[config.mk]
export PLATFORM = sky130hd
export DESIGN_NAME = nn_out_buffer
export DESIGN_NICKNAME = d
export VERILOG_FILES = /design/src/rtl/nn_out_buffer.sv
export SDC_FILE = /design/constraint.sdc
export NUM_CORES = 1
export LEC_CHECK = 0
export CAP_MARGIN = 20
export CORE_MARGIN = 1
export CORE_UTILIZATION = 45
export CTS_BUF_LIST = sky130_fd_sc_hd__clkbuf_4 sky130_fd_sc_hd__clkbuf_8 sky130_fd_sc_hd__clkbuf_16
export CTS_CLUSTER_SIZE = 25
export DETAILED_ROUTE_END_ITERATION = 10
export GPL_ROUTABILITY_DRIVEN = 0
export GPL_TIMING_DRIVEN = 0
export SYNTH_ARGS = -nofsm -noshare
export SYNTH_HDL_FRONTEND = slang
export SYNTH_SLANG_ARGS = --single-unit
[constraint.sdc]
create_clock -name clk -period 3.8 [get_ports clk]
set_input_delay 0.57 -clock clk [delete_from_list [all_inputs] [get_ports clk]]
set_output_delay 0.57 -clock clk [all_outputs]
set_load 0.005 [all_outputs]
[src/rtl/nn_out_buffer.sv]
// nn_out_buffer
//   Output collection stage behind the two-column NN datapath. Each leaky-ReLU
//   lane lands in its own small skid FIFO; whenever both skid heads hold a
//   sample they are popped together and the column pair {lane2, lane1} is
//   pushed into the pair FIFO, which a consumer drains over valid/ready.
//   The array upstream cannot be stalled, so lost samples and lost pairs are
//   reported through sticky flags instead of backpressure.
//
//   Optional build macro: NN_OUT_BUF_STATS_EN adds pair_count (accepted pair
//   pushes, wrapping) and drop_count (dropped pairs + dropped lane samples,
//   saturating).
//
//   Handshake: the head pair is transferred on every rising edge where
//   out_valid && out_ready is high. out_valid is a pure function of stored
//   state and never looks at out_ready; out_ready without out_valid is ignored.
//
//   rst is asynchronous and active-low; flush is a synchronous clear that
//   overrides every other input on its edge.

module nn_out_buffer #(
    parameter int DEPTH = 16,
    parameter int SKID  = 2
) (
    input  logic                     clk,
    input  logic                     rst,
    input  logic                     flush,
    input  logic [15:0]              in_data_1,
    input  logic                     in_valid_1,
    input  logic [15:0]              in_data_2,
    input  logic                     in_valid_2,
    output logic [15:0]              out_data_1,
    output logic [15:0]              out_data_2,
    output logic                     out_valid,
    input  logic                     out_ready,
    output logic [$clog2(DEPTH):0]   level,
    output logic                     overflow,
    output logic                     desync
`ifdef NN_OUT_BUF_STATS_EN
    ,
    output logic [31:0]              pair_count,
    output logic [15:0]              drop_count
`endif
);

    localparam int PW = $clog2(DEPTH);
    localparam int SW = $clog2(SKID);

    localparam logic [PW:0] P_ONE = (PW + 1)'(1);
    localparam logic [SW:0] S_ONE = (SW + 1)'(1);

    // Lane 1 skid storage and pointers (extra MSB separates full from empty)
    logic [15:0] s1_mem_q [SKID];
    logic [15:0] s1_mem_d [SKID];
    logic [SW:0] s1_wp_q, s1_wp_d;
    logic [SW:0] s1_rp_q, s1_rp_d;

    // Lane 2 skid storage and pointers
    logic [15:0] s2_mem_q [SKID];
    logic [15:0] s2_mem_d [SKID];
    logic [SW:0] s2_wp_q, s2_wp_d;
    logic [SW:0] s2_rp_q, s2_rp_d;

    // Pair FIFO storage and pointers, entry = {lane2, lane1}
    logic [31:0] p_mem_q [DEPTH];
    logic [31:0] p_mem_d [DEPTH];
    logic [PW:0] p_wp_q, p_wp_d;
    logic [PW:0] p_rp_q, p_rp_d;

    // Sticky status flags
    logic overflow_q, overflow_d;
    logic desync_q,   desync_d;

    // Derived status of the three FIFOs
    logic s1_empty, s1_full;
    logic s2_empty, s2_full;
    logic p_empty,  p_full;

    // Events of the current cycle
    logic pair_fire;
    logic s1_push, s1_drop;
    logic s2_push, s2_drop;
    logic p_push,  p_drop;
    logic p_pop;

    // FIFO occupancy decode and per-cycle event decisions
    always_comb begin
        s1_empty = (s1_wp_q == s1_rp_q);
        s1_full  = (s1_wp_q[SW] != s1_rp_q[SW]) &&
                   (s1_wp_q[SW-1:0] == s1_rp_q[SW-1:0]);
        s2_empty = (s2_wp_q == s2_rp_q);
        s2_full  = (s2_wp_q[SW] != s2_rp_q[SW]) &&
                   (s2_wp_q[SW-1:0] == s2_rp_q[SW-1:0]);
        p_empty  = (p_wp_q == p_rp_q);
        p_full   = (p_wp_q[PW] != p_rp_q[PW]) &&
                   (p_wp_q[PW-1:0] == p_rp_q[PW-1:0]);

        // A pair is formed only from samples already sitting in both skids,
        // which gives the one-cycle deskew stage before the pair FIFO.
        pair_fire = !s1_empty && !s2_empty;

        // A full skid still takes a sample when its head leaves this edge.
        s1_push = in_valid_1 && (!s1_full || pair_fire);
        s1_drop = in_valid_1 && s1_full && !pair_fire;
        s2_push = in_valid_2 && (!s2_full || pair_fire);
        s2_drop = in_valid_2 && s2_full && !pair_fire;

        p_pop  = !p_empty && out_ready;
        p_push = pair_fire && (!p_full || p_pop);
        p_drop = pair_fire && p_full && !p_pop;
    end

    // Lane 1 skid next state
    always_comb begin
        s1_mem_d = s1_mem_q;
        s1_wp_d  = s1_wp_q;
        s1_rp_d  = s1_rp_q;
        if (flush) begin
            s1_wp_d = '0;
            s1_rp_d = '0;
        end else begin
            if (s1_push) begin
                s1_mem_d[s1_wp_q[SW-1:0]] = in_data_1;
                s1_wp_d = s1_wp_q + S_ONE;
            end
            if (pair_fire) begin
                s1_rp_d = s1_rp_q + S_ONE;
            end
        end
    end

    // Lane 2 skid next state
    always_comb begin
        s2_mem_d = s2_mem_q;
        s2_wp_d  = s2_wp_q;
        s2_rp_d  = s2_rp_q;
        if (flush) begin
            s2_wp_d = '0;
            s2_rp_d = '0;
        end else begin
            if (s2_push) begin
                s2_mem_d[s2_wp_q[SW-1:0]] = in_data_2;
                s2_wp_d = s2_wp_q + S_ONE;
            end
            if (pair_fire) begin
                s2_rp_d = s2_rp_q + S_ONE;
            end
        end
    end

    // Pair FIFO next state: write the deskewed pair, advance on consumer pop
    always_comb begin
        p_mem_d = p_mem_q;
        p_wp_d  = p_wp_q;
        p_rp_d  = p_rp_q;
        if (flush) begin
            p_wp_d = '0;
            p_rp_d = '0;
        end else begin
            if (p_push) begin
                p_mem_d[p_wp_q[PW-1:0]] = {s2_mem_q[s2_rp_q[SW-1:0]],
                                           s1_mem_q[s1_rp_q[SW-1:0]]};
                p_wp_d = p_wp_q + P_ONE;
            end
            if (p_pop) begin
                p_rp_d = p_rp_q + P_ONE;
            end
        end
    end

    // Sticky flags: set on a drop, cleared only by flush or reset
    always_comb begin
        overflow_d = overflow_q;
        desync_d   = desync_q;
        if (flush) begin
            overflow_d = 1'b0;
            desync_d   = 1'b0;
        end else begin
            if (p_drop) begin
                overflow_d = 1'b1;
            end
            if (s1_drop || s2_drop) begin
                desync_d = 1'b1;
            end
        end
    end

    // State registers for skids, pair FIFO and flags
    always_ff @(posedge clk or negedge rst) begin
        if (!rst) begin
            s1_mem_q   <= '{default: '0};
            s1_wp_q    <= '0;
            s1_rp_q    <= '0;
            s2_mem_q   <= '{default: '0};
            s2_wp_q    <= '0;
            s2_rp_q    <= '0;
            p_mem_q    <= '{default: '0};
            p_wp_q     <= '0;
            p_rp_q     <= '0;
            overflow_q <= 1'b0;
            desync_q   <= 1'b0;
        end else begin
            s1_mem_q   <= s1_mem_d;
            s1_wp_q    <= s1_wp_d;
            s1_rp_q    <= s1_rp_d;
            s2_mem_q   <= s2_mem_d;
            s2_wp_q    <= s2_wp_d;
            s2_rp_q    <= s2_rp_d;
            p_mem_q    <= p_mem_d;
            p_wp_q     <= p_wp_d;
            p_rp_q     <= p_rp_d;
            overflow_q <= overflow_d;
            desync_q   <= desync_d;
        end
    end

    // Output view of the pair FIFO head; zero while empty
    always_comb begin
        out_valid  = !p_empty;
        out_data_1 = '0;
        out_data_2 = '0;
        if (!p_empty) begin
            out_data_1 = p_mem_q[p_rp_q[PW-1:0]][15:0];
            out_data_2 = p_mem_q[p_rp_q[PW-1:0]][31:16];
        end
        level    = p_wp_q - p_rp_q;
        overflow = overflow_q;
        desync   = desync_q;
    end

`ifdef NN_OUT_BUF_STATS_EN
    logic [31:0] pair_cnt_q, pair_cnt_d;
    logic [15:0] drop_cnt_q, drop_cnt_d;
    logic [1:0]  drop_inc;
    logic [16:0] drop_sum;

    // Statistics next state: wrapping pair count, saturating drop count
    always_comb begin
        drop_inc   = {1'b0, p_drop} + {1'b0, s1_drop} + {1'b0, s2_drop};
        drop_sum   = {1'b0, drop_cnt_q} + {15'b0, drop_inc};
        pair_cnt_d = pair_cnt_q + {31'b0, p_push};
        drop_cnt_d = drop_sum[16] ? 16'hFFFF : drop_sum[15:0];
        if (flush) begin
            pair_cnt_d = '0;
            drop_cnt_d = '0;
        end
    end

    // Statistics registers
    always_ff @(posedge clk or negedge rst) begin
        if (!rst) begin
            pair_cnt_q <= '0;
            drop_cnt_q <= '0;
        end else begin
            pair_cnt_q <= pair_cnt_d;
            drop_cnt_q <= drop_cnt_d;
        end
    end

    assign pair_count = pair_cnt_q;
    assign drop_count = drop_cnt_q;
`endif

endmodule

# Word-level counts from Yosys, hierarchy flattened
# Cells that the tools add are included.
# classes
n_addsub	7
order_cmp	9
eq_ne	9
reduce_logical	39
bitwise_logic	7
mux	36
# op_table
cell	count
bitwise mux 512 bit	1
two-way mux 16 bit	10
binary-select mux 32 bit (select 4 bit)	1
demux 32 bit (select 4 bit)	1
two-way mux 32 bit	3
bitwise mux 32 bit	2
demux 16 bit (select 1 bit)	2
two-way mux 5 bit	4
logical AND 1 bit	17
two-way mux 2 bit	8
nonzero test 2 bit	7
adder 5 x 1 -> 5 bit (second input constant)	2
greater-or-equal comparator 5 bit (second input constant)	2
NOT 4 -> 5 bit	2
adder 2 x 1 -> 2 bit (second input constant)	4
greater-or-equal comparator 2 bit (second input constant)	4
logical NOT 1 bit	8
NOT 1 -> 2 bit	4
AND reduction 2 bit	3
equality test 5 bit	1
less-than comparator 5 x 1 -> 1 bit (second input constant)	1
subtractor 5 bit	1
equality test 2 bit	2
equality test 4 bit	1
other kinds (6)	16
# totals
inputBits	38
output_inout_bits	40
register_bits	596

# Longest topological paths before layout
# Gate-level depths: netlist of run 1.
# depth
word_depth	8
ltp_mapped	11
ltp_nobuf	7

# Worst setup path after synthesis of run 1
# No wires, ideal clock.
# synth_timing
kind	register to output
start	register p_rp_q[3]
end	output out_data_1[10]
arrival_time_ns	2.689
path_stages_with_launch	10
setup_slack_ns	0.541
path_cell_list	dfrtp_1 > clkinv_1 > clkbuf_1 > clkbuf_1 > ha_1 > nand4_1 > or2_2 > nand2_1 > buf_1 > o22ai_1
# synth_between
elab_chain_cells	5
elab_cells_between_ends	6
cone_classes	eq/ne: 1; mux: 4; bitwise: 1
# synth_rtl
element	line	text
start: declaration	67	logic [PW:0] p_rp_q, p_rp_d;
start signal: assignment	210	p_rp_q <= p_rp_d;
NOT 4 -> 5 bit (not written as such)	222	out_data_1 = p_mem_q[p_rp_q[PW-1:0]][15:0];
binary-select mux 32 bit (select 4 bit)	222	
two-way mux 32 bit (2 in series)	--	
two-way mux 16 bit (*)	221	if (!p_empty) begin
end: declaration	31	output logic [15:0] out_data_1,
# Every way passes the cells marked *; elsewhere a longest branch is shown, timed or not. The select of a mux whose other input is x is not followed.

# Worst setup path in the final report of run 1
# layout_timing
start	register p_rp_q[1]
end	output out_data_1[9]
# Same word-level chain as after synthesis.

==> results.sh, run 1 <==
export IMPL_outcome="completed"
export IMPL_wl_met3_um=3010
export IMPL_design_core_area_mm2=0.0602
export IMPL_path_class="register to output pin"
export IMPL_netlist_cell_type_count=41
export IMPL_yosysTopAreaCell="dfrtp_1"
export IMPL_grt_max_degree=128
export IMPL_synthTopCellsByArea="dfrtp_1, mux2_1, mux4_2, mux2_2, mux2i_1"
export IMPL_wl_met2_um=32400
export IMPL_start_util_pct=45.4
export IMPL_fin_crit_sh_pct=97.6
export IMPL_grt_usage_pct=22.7
export IMPL_cts_made_buffers=67
export IMPL_die_height_um=249
export IMPL_pre_cts_slack_ns=-1.91
export IMPL_leakage_nw=15.7
export IMPL_crit_start="p_rp_q[1]$_DFFE_PN0P_"
export IMPL_slew_headroom_pct=26.2
export IMPL_power_internal_mw=13.7
export IMPL_cp_start_kind="register"
export IMPL_rsz0062_at_grt="false"
export IMPL_r2r_start="p_rp_q[1]$_DFFE_PN0P_"
export IMPL_globalRoute_totalOverflow=0
export IMPL_wl_um=68100
export IMPL_ios=78
export IMPL_clk_latency_ns=0.60
export IMPL_fin_util_pct=53.6
export IMPL_yosysWarnings=0
export IMPL_die_w_um=249
export IMPL_critPathCaptureType="output pin"
export IMPL_nFillCells=4858
export IMPL_min_period_ns=3.71
export IMPL_drtAntennaViolNets=0
export IMPL_cts_max_level=3
export IMPL_maxSlewViolCount=0
export IMPL_async_reset_ff_share_pct=100
export IMPL_syn_nets=1770
export IMPL_crit_fanout=10
export IMPL_timing_fmax_mhz=270
export IMPL_p_comb_share_pct=28.3
export IMPL_fp_dieArea_mm2=0.0618
export IMPL_layout_commonest_cell="dfrtp_1"
export IMPL_clk_path_buf_depth=3
export IMPL_yosys_area_top_type_share_pct=54.5
export IMPL_drt_first_pass_iters=5
export IMPL_tightest_slew_ns=1.11
export IMPL_clock_sinks=596
export IMPL_finClkSkew_ns=0.0214
export IMPL_grt_pass1_wl_um=106000
export IMPL_insertedDiodeCount=0
export IMPL_clk_pin_slew_ns=0.06
export IMPL_p_clk_share_pct=34.1
export IMPL_hold_viol=0
export IMPL_root_buffer="clkbuf_16"
export IMPL_fin_nets=1944
export IMPL_synth_edff_count=0
export IMPL_drt_iter0_markers=841
export IMPL_syn_area_per_cell_um2=15.9
export IMPL_setup_viol=0
export IMPL_cp_data_arrival_time_ns=3.14
export IMPL_wl_met1_um=30800
export IMPL_highest_layer="met5"
export IMPL_drc=0
export IMPL_num_vias=15600
export IMPL_p_sw_share_pct=30.5
export IMPL_p_per_area_mw_per_mm2=613
export IMPL_grt_pass1_vias=16700
export IMPL_wire_per_inst_um=25.0
export IMPL_maxCapViolations=0
export IMPL_netlist_instances=1722
export IMPL_synth_ff_type="dfrtp_1"
export IMPL_antenna_found_initial=1
export IMPL_area_growth_pct=18.1
export IMPL_cp_required_ns=3.23
export IMPL_ir_drop_mv=0.328
export IMPL_drive_gt1_share_pct=32.1
export IMPL_p_switching_mw=6.04
export IMPL_p_seq_share_pct=37.5
export IMPL_netlist_area_mm2=0.0273
export IMPL_setup_ws_ns=0.0931
export IMPL_ys_seq_area_share_pct=54.5
export IMPL_portBuffers=77
export IMPL_final_cell_mix="dfrtp_1, mux2_1, mux2_2, mux4_2, clkbuf_16"
export IMPL_place_hpwl_um=45000
export IMPL_vias_per_cell=5.72
export IMPL_ys_ff_latch=596
export IMPL_cts_tree="built"
export IMPL_fp_row_count=90
export IMPL_holdCritPathClass="input pin to asynchronous set/reset pin"
==> final timing paths <==
path / endpoint / slack, ns / depth (start not counted)
max in group asynchronous: p_mem_q[4]$_DFFE_PN0P_ / 1.99 / 3
min in group clk: p_mem_q[246]$_DFFE_PN0P_ / 0.48 / 1
min reg2reg: p_mem_q[246]$_DFFE_PN0P_ / 0.48 / 1
max: out_data_1[9] / 0.09 / 10
min: p_mem_q[17]$_DFFE_PN0P_ / 0.04 / 1
max reg2reg: p_mem_q[132]$_DFFE_PN0P_ / 0.59 / 11
==> cells in the mapped netlist (9+ instances only) <==
| library cell | instances |
|---|---|
| o22ai_1 | 32 |
| buf_2 | 36 |
| xnor2_1 | 10 |
| mux2i_1 | 64 |
| nor3_4 | 10 |
| ha_1 | 9 |
| buf_4 | 32 |
| clkbuf_1 | 56 |
| mux4_2 | 128 |
| buf_1 | 16 |
| mux2_2 | 203 |
| inv_1 | 13 |
| nor2_1 | 11 |
| a21oi_1 | 13 |
| nand2_1 | 15 |
| nand3_1 | 12 |
| mux2_1 | 406 |
| dfrtp_1 | 596 |
==> logic make-up after synthesis <==
group           Yosys count  synth area share [%]
mux                     801                  38.0
fa+ha+maj                10                 0.485
buf+inv                 156                  2.80
simple gates             77                  2.01
compound gates           64                  1.56
xor+xnor                 18                 0.659
flops                   596                  54.5
==> state kept, by name, indices dropped and copies added (netlist names) <==
name,count
s1_mem_q,32
s1_rp_q,2
s2_rp_q,2
s1_wp_q,2
s2_mem_q,32
p_wp_q,5
s2_wp_q,2
overflow,1
p_mem_q,512
desync,1
p_rp_q,5
==> final cells by class <==
type                       instances  area, um^2  area share [%]
clock inverter                    13         178           0.550
multi-input combinational        970       11900            37.0
inverter                          14        53.8           0.167
sequential                       596       14900            46.2
timing repair buffer             107        1140            3.54
tap                              782         978            3.03
buffer                           140         947            2.93
clock buffer                     103        2150            6.65
==> per-layer routing <==
layer | vias up | global-route usage (%)
met3 | 106 | 4.49
li1 | 6757 | -
met4 | 2 | 6.73
met2 | 290 | 36.0
met1 | 8426 | 31.7
met5 | - | 0
==> stage by stage <==
step / setup TNS [ns] / hold WS [ns] / total power [mW] / cell area (um^2) / instances
after global placement: - / 0.462 / 12.3 / 29100 / 2581
after CTS: -0.239 / 0.0501 / 19.6 / 32000 / 2707
after floorplan: 0 / 0.274 / 10.5 / 27300 / 1722
final: 0 / 0.0429 / 19.8 / 32300 / 2725
after global routing: 0 / 0.0929 / 20.7 / 32300 / 2725
after detailed placement: -348.62 / 0.469 / 12.4 / 29200 / 2586
==> worst max-delay path, cell delays in order, from the launching register on <==
cell and delay (ns):
dfrtp_2 0.42, buf_8 0.17, buf_8 0.17, inv_1 0.05, ha_1 0.29, nand4_1 0.12
or2_4 0.21, nand2_8 0.14, buf_12 0.20, o22ai_4 0.22, clkdlybuf4s50_1 0.54
==> what timing repair did <==
| item | 4_1_cts | 5_1_grt |
|---|---|---|
| buffers inserted | 6 | 17 |
| hold buffers | 0 | 0 |
| cloned | 0 | 2 |
| resized for setup | 119 | 24 |
| pin swaps | 1 | 1 |
| setup endpoints to repair | 550 | 18 |
==> power by group through the flow <==
stage	Sequential, mW	Combinational, mW	Clock [mW]
4_1_cts	7.42	5.29	6.90
2_1_floorplan	7.41	3.06	0
6_report	7.43	5.60	6.75
3_5_place_dp	7.53	4.91	0
5_1_grt	7.53	6.03	7.17
3_3_place_gp	7.52	4.79	0
No activity file was read; power rests on OpenSTA's default activity.
==> inputs of run 2 (changes only) <==
- CORE_UTILIZATION: 45 -> 35
- CTS_CLUSTER_SIZE: 25 -> 24
==> run 2 against run 1 <==
  * Cell area rose by 0.17%
  * Highest routed layer unchanged
  * Critical endpoint is now out_data_1[4]
  * Maximum frequency fell by 0.59%
  * Register-to-register slack got worse by 0.10 ns
  * Via count rose by 0.26%
==> results.sh, run 2 (same netlist as run 1, synthesis figures left out) <==
export IMPL_maxSlewViolCount=0
export IMPL_drt_first_pass_iters=5
export IMPL_clk_path_buf_depth=3
export IMPL_critPathCaptureType="output pin"
export IMPL_hold_slack_ns=0.0373
export IMPL_tightest_slew_ns=1.05
export IMPL_grt_usage_pct=18.0
export IMPL_drive_gt1_share_pct=31.9
export IMPL_crit_fanout=10
export IMPL_insertedDiodeCount=0
export IMPL_hold_viol=0
export IMPL_setup_ws_ns=0.0711
export IMPL_crit_buf_inv=5
export IMPL_finClkSkew_ns=0.0283
export IMPL_antenna_found_initial=2
export IMPL_r2r_setup_slack_ns=0.49
export IMPL_p_per_area_mw_per_mm2=595
export IMPL_crit_family="buffers and inverters"
export IMPL_wl_um=69100
export IMPL_outcome="completed"
export IMPL_multiInputGateArea_mm2=0.0120
export IMPL_crit_top_cell="clkbuf_16"
export IMPL_num_vias=15600
export IMPL_place_hpwl_um=46800
export IMPL_cts_made_buffers=66
export IMPL_power_total_mw=19.3
export IMPL_clk_pin_slew_ns=0.06
export IMPL_pre_cts_slack_ns=-2.17
export IMPL_wire_per_inst_um=23.2
export IMPL_slew_headroom_pct=29.8
export IMPL_die_w_um=282
export IMPL_min_period_ns=3.73
export IMPL_globalRoute_totalOverflow=0
export IMPL_drc=0
export IMPL_start_util_pct=35.4
export IMPL_worstPathCellList="clkinv_4, clkbuf_16, clkbuf_16, ha_4, nand4_1, or2_4, nand2_8, buf_12, o22ai_2, clkdlybuf4s50_1"
export IMPL_clk_latency_ns=0.61
export IMPL_fp_dieArea_mm2=0.0793
export IMPL_r2r_start="p_rp_q[1]$_DFFE_PN0P_"
export IMPL_grt_pass1_vias=17100
export IMPL_ir_drop_mv=0.390
export IMPL_area_growth_pct=18.3
export IMPL_setup_viol=0
export IMPL_grt_max_degree=129
export IMPL_cp_data_arrival_time_ns=3.16
export IMPL_cts_max_level=3
export IMPL_fin_tns_setup_ns=0
export IMPL_maxCapViolations=0
export IMPL_cpMaxStageDelayCell="clkdlybuf4s50_1"
export IMPL_root_buffer="clkbuf_16"
export IMPL_design_core_area_mm2=0.0773
export IMPL_rsz0062_at_grt="false"
export IMPL_fin_crit_sh_pct=98.1
export IMPL_drtAntennaViolNets=0
export IMPL_path_class="register to output pin"
export IMPL_drt_iter0_markers=961
export IMPL_ios=78
export IMPL_cp_start_kind="register"
export IMPL_timing_fmax_mhz=268
export IMPL_regArea_mm2=0.0149
export IMPL_cpPeakStageDelay_ns=0.46
export IMPL_layout_commonest_cell="dfrtp_1"
export IMPL_fp_row_count=102
export IMPL_portBuffers=77
export IMPL_final_cell_mix="dfrtp_1, mux2_1, mux2_2, mux4_2, clkbuf_16"
export IMPL_grt_pass1_wl_um=107000
export IMPL_leakage_nw=15.7
export IMPL_vias_per_cell=5.25
export IMPL_nFillCells=7034
export IMPL_die_height_um=282
export IMPL_clock_sinks=596
export IMPL_top_register="p_mem_q"
export IMPL_cp_required_ns=3.23
export IMPL_hold_buffers=0
export IMPL_cts_tree="built"
export IMPL_fin_nets=1940
export IMPL_holdCritPathClass="input pin to asynchronous set/reset pin"
export IMPL_reg_largest_list="p_mem_q x512, s1_mem_q x32, s2_mem_q x32"
export IMPL_largest_reg_flops=512
export IMPL_crit_start="p_rp_q[3]$_DFFE_PN0P_"
## run 2: cell types whose count changed in the layout (fill, tap and decap cells not counted), moves of 6 or more
cell	change
clkdlybuf4s50_1	-13
clkbuf_16	-6
clkbuf_8	-6
dlygate4sd2_1	+12
clkinv_2	+8
## run 2: cell type report
cell class	count	area share, %
clock buffer	92	6.03
inverter	14	0.178
tap	1040	4.02
multi-input combinational	970	37.0
clock inverter	21	0.468
buffer	141	2.92
sequential	596	46.1
timing repair buffer	103	3.28
## run 2: report_power, final
part / total [mW] / internal [mW] / switching, mW
Sequential: 7.43 / 7.07 / 0.353
Combinational: 5.58 / 2.46 / 3.12
Clock: 6.25 / 3.66 / 2.60
## run 2: path summary, 6_finish.rpt
| check | to | cells after the start |
|---|---|---|
| setup / recovery | out_data_1[4] | 10 |
| hold / removal | s2_mem_q[1]$_DFFE_PN0P_ | 1 |
| setup reg to reg | p_mem_q[153]$_DFFE_PN0P_ | 11 |
| hold reg to reg | p_mem_q[188]$_DFFE_PN0P_ | 1 |
| max in group asynchronous | p_mem_q[121]$_DFFE_PN0P_ | 3 |
| min in group clk | p_mem_q[188]$_DFFE_PN0P_ | 1 |
## run 2: repair_timing
action | CTS | global route
pin swaps | 2 | 1
setup endpoints to repair | 553 | 13
setup buffers | 7 | 13
gates resized for setup | 137 | 31
## run 2: per-stage QoR
step / utilization [%] / std cells / cell area (um^2)
final: 41.8 / 2977 / 32400
after global routing: 41.8 / 2977 / 32400
after CTS: 41.6 / 2964 / 32200
after detailed placement: 38.2 / 2845 / 29600
after global placement: 38.0 / 2839 / 29400
after floorplan: - / 1722 / 27300
## run 2: routing by layer
layer	vias to the layer above	global-route usage, %	part of all wire [%]
li1	6739	-	-
met1	8505	24.7	46
met2	263	29.6	49
met3	113	2.62	2.9
met4	2	5.30	2.7
met5	-	0	0.019
==> inputs of run 3 (changes only) <==
- SKIP_CTS_REPAIR_TIMING: unset -> 1
==> run 3 against run 2 <==
  * The run now ends with negative setup slack left
  * Maximum frequency is 2.5% lower
  * Clock-buffer cell count stayed put
  * Global-route usage is 0.13 points lower
  * Critical endpoint is now out_data_2[15]
  * Largest power group unchanged
==> results.sh, run 3 (same netlist as run 1, synthesis figures left out) <==
export IMPL_maxSlewViolCount=0
export IMPL_layout_commonest_cell="dfrtp_1"
export IMPL_hold_slack_ns=0.0417
export IMPL_finClkSkew_ns=0.0260
export IMPL_design_core_area_mm2=0.0773
export IMPL_globalRoute_totalOverflow=0
export IMPL_tightest_slew_ns=1.06
export IMPL_holdCritPathClass="input pin to asynchronous set/reset pin"
export IMPL_setup_viol=2
export IMPL_violations="negative setup slack"
export IMPL_grt_pass1_vias=16900
export IMPL_clk_latency_ns=0.60
export IMPL_path_class="register to output pin"
export IMPL_min_period_ns=3.83
export IMPL_placedCellCount=2845
export IMPL_drive_gt1_share_pct=31.4
export IMPL_crit_fanout=10
export IMPL_drtAntennaViolNets=0
export IMPL_drt_iter0_markers=953
export IMPL_largest_reg_flops=512
export IMPL_ios=78
export IMPL_highest_layer="met4"
export IMPL_wl_met2_um=33100
export IMPL_die_w_um=282
export IMPL_slew_headroom_pct=29.2
export IMPL_nFillCells=7049
export IMPL_fin_crit_sh_pct=101
export IMPL_critPathCaptureType="output pin"
export IMPL_top_register="p_mem_q"
export IMPL_fin_tns_setup_ns=-0.0287
export IMPL_reg_largest_list="p_mem_q x512, s1_mem_q x32, s2_mem_q x32"
export IMPL_start_util_pct=35.4
export IMPL_drt_first_pass_iters=5
export IMPL_instances_no_fill=2970
export IMPL_cpMaxStageDelayCell="clkbuf_1"
export IMPL_cp_start_kind="register"
export IMPL_fp_row_count=102
export IMPL_timing_fmax_mhz=261
export IMPL_cts_made_buffers=66
export IMPL_place_hpwl_um=46800
export IMPL_fp_dieArea_mm2=0.0793
export IMPL_wl_met3_um=1960
export IMPL_cts_max_level=3
export IMPL_cp_required_ns=3.23
export IMPL_wire_per_inst_um=23.1
export IMPL_cts_tree="built"
export IMPL_drc=0
export IMPL_cpPeakStageDelay_ns=0.72
export IMPL_rsz0062_at_grt="true"
export IMPL_die_height_um=282
export IMPL_cp_data_arrival_time_ns=3.26
export IMPL_antenna_found_initial=0
export IMPL_root_buffer="clkbuf_16"
export IMPL_wl_met1_um=31600
export IMPL_hold_viol=0
export IMPL_clk_path_buf_depth=3
export IMPL_clock_sinks=596
export IMPL_vias_per_cell=5.20
export IMPL_clk_pin_slew_ns=0.06
export IMPL_maxCapViolations=0
export IMPL_area_growth_pct=17.9
export IMPL_ir_drop_mv=0.402
export IMPL_grt_usage_pct=17.9
export IMPL_grt_pass1_wl_um=106000
export IMPL_leakage_nw=15.5
export IMPL_setup_ws_ns=-0.0252
export IMPL_outcome="finished with violations"
export IMPL_worstPathCellList="buf_12, clkbuf_1, mux4_2, mux2i_1, o22ai_4, clkdlybuf4s50_1"
export IMPL_fin_nets=1932
export IMPL_grt_max_degree=129
export IMPL_final_cell_mix="dfrtp_1, mux2_1, mux2_2, mux4_2, clkdlybuf4s50_1"
export IMPL_p_per_area_mw_per_mm2=589
export IMPL_crit_family="buffers and inverters"
export IMPL_portBuffers=77
export IMPL_crit_buf_inv=3
export IMPL_num_vias=15500
export IMPL_wl_um=68700
-- run 3: changes by cell type in the layout (fill, tap and decap cells not counted), moves of 2 or more --
cell             before  now
clkbuf_2              5    3
dlygate4sd2_1        25    0
o22ai_2              12   16
clkbuf_16            69   67
clkbuf_8             16   14
clkbuf_4             12   14
dlymetal6s2s_1        5    7
clkdlybuf4s50_1      46   69
buf_8                 4    7
o22ai_4              14   10
buf_4                54   46
buf_12                7    5
-- run 3: routing by layer --
layer / GRT usage [%] / vias to the layer above
met5: 0 / -
met4: 5.69 / 0
met3: 2.62 / 112
met2: 29.1 / 240
met1: 24.6 / 8387
li1: - / 6715
-- run 3: cell type report --
type,count,area [um^2],area share [%]
Sequential cell,596,14900,46.3
Multi-Input combinational cell,970,11900,37.0
Clock buffer,92,1950,6.05
Tap cell,1040,1300,4.04
Timing Repair Buffer,95,1030,3.19
Buffer,141,908,2.82
Clock inverter,21,151,0.469
Inverter,14,55.1,0.171
Antenna cell,1,2.50,0.00776
-- run 3: path summary, 6_finish.rpt --
| check | start | to | slack (ns) | cells after the start |
|---|---|---|---|---|
| hold reg to reg | p_mem_q[444]$_DFFE_PN0P_ | p_mem_q[444]$_DFFE_PN0P_ | 0.48 | 1 |
| setup / recovery | p_rp_q[1]$_DFFE_PN0P_ | out_data_2[15] | -0.03 | 6 |
| setup reg to reg | p_rp_q[1]$_DFFE_PN0P_ | p_mem_q[153]$_DFFE_PN0P_ | 0.49 | 11 |
| hold / removal | rst | s2_mem_q[1]$_DFFE_PN0P_ | 0.04 | 1 |
| min in group clk | p_mem_q[444]$_DFFE_PN0P_ | p_mem_q[444]$_DFFE_PN0P_ | 0.48 | 1 |
| max in group asynchronous | rst | p_mem_q[420]$_DFFE_PN0P_ | 2.00 | 3 |
-- run 3: worst reg2reg max path: cells and delay by family, from the launching register on --
kind / cells / cell delay [ns]
buffers and inverters: 6 / 1.22
AND/OR/NAND/NOR: 3 / 0.89
flip-flops: 1 / 0.43
multiplexers: 1 / 0.37
adder cells (fa/ha/maj): 1 / 0.28
-- run 3: metrics by stage --
step                      utilization (%)  area [um^2]  setup WS [ns]  total power [mW]
final                                41.7        32200        -0.0252              19.0
after floorplan                         -        27300          0.541              10.5
after global placement               38.0        29400         -23.25              12.3
after global routing                 41.7        32200         -0.107              19.9
after detailed placement             38.2        29600          -2.17              12.5
after CTS                            40.9        31700          -2.81              18.8
-- run 3: where the power goes --
part | internal [mW] | switching (mW) | leakage (nW)
Combinational | 2.29 | 3.03 | 6.34
Sequential | 7.07 | 0.354 | 8.11
Clock | 3.66 | 2.59 | 1.07
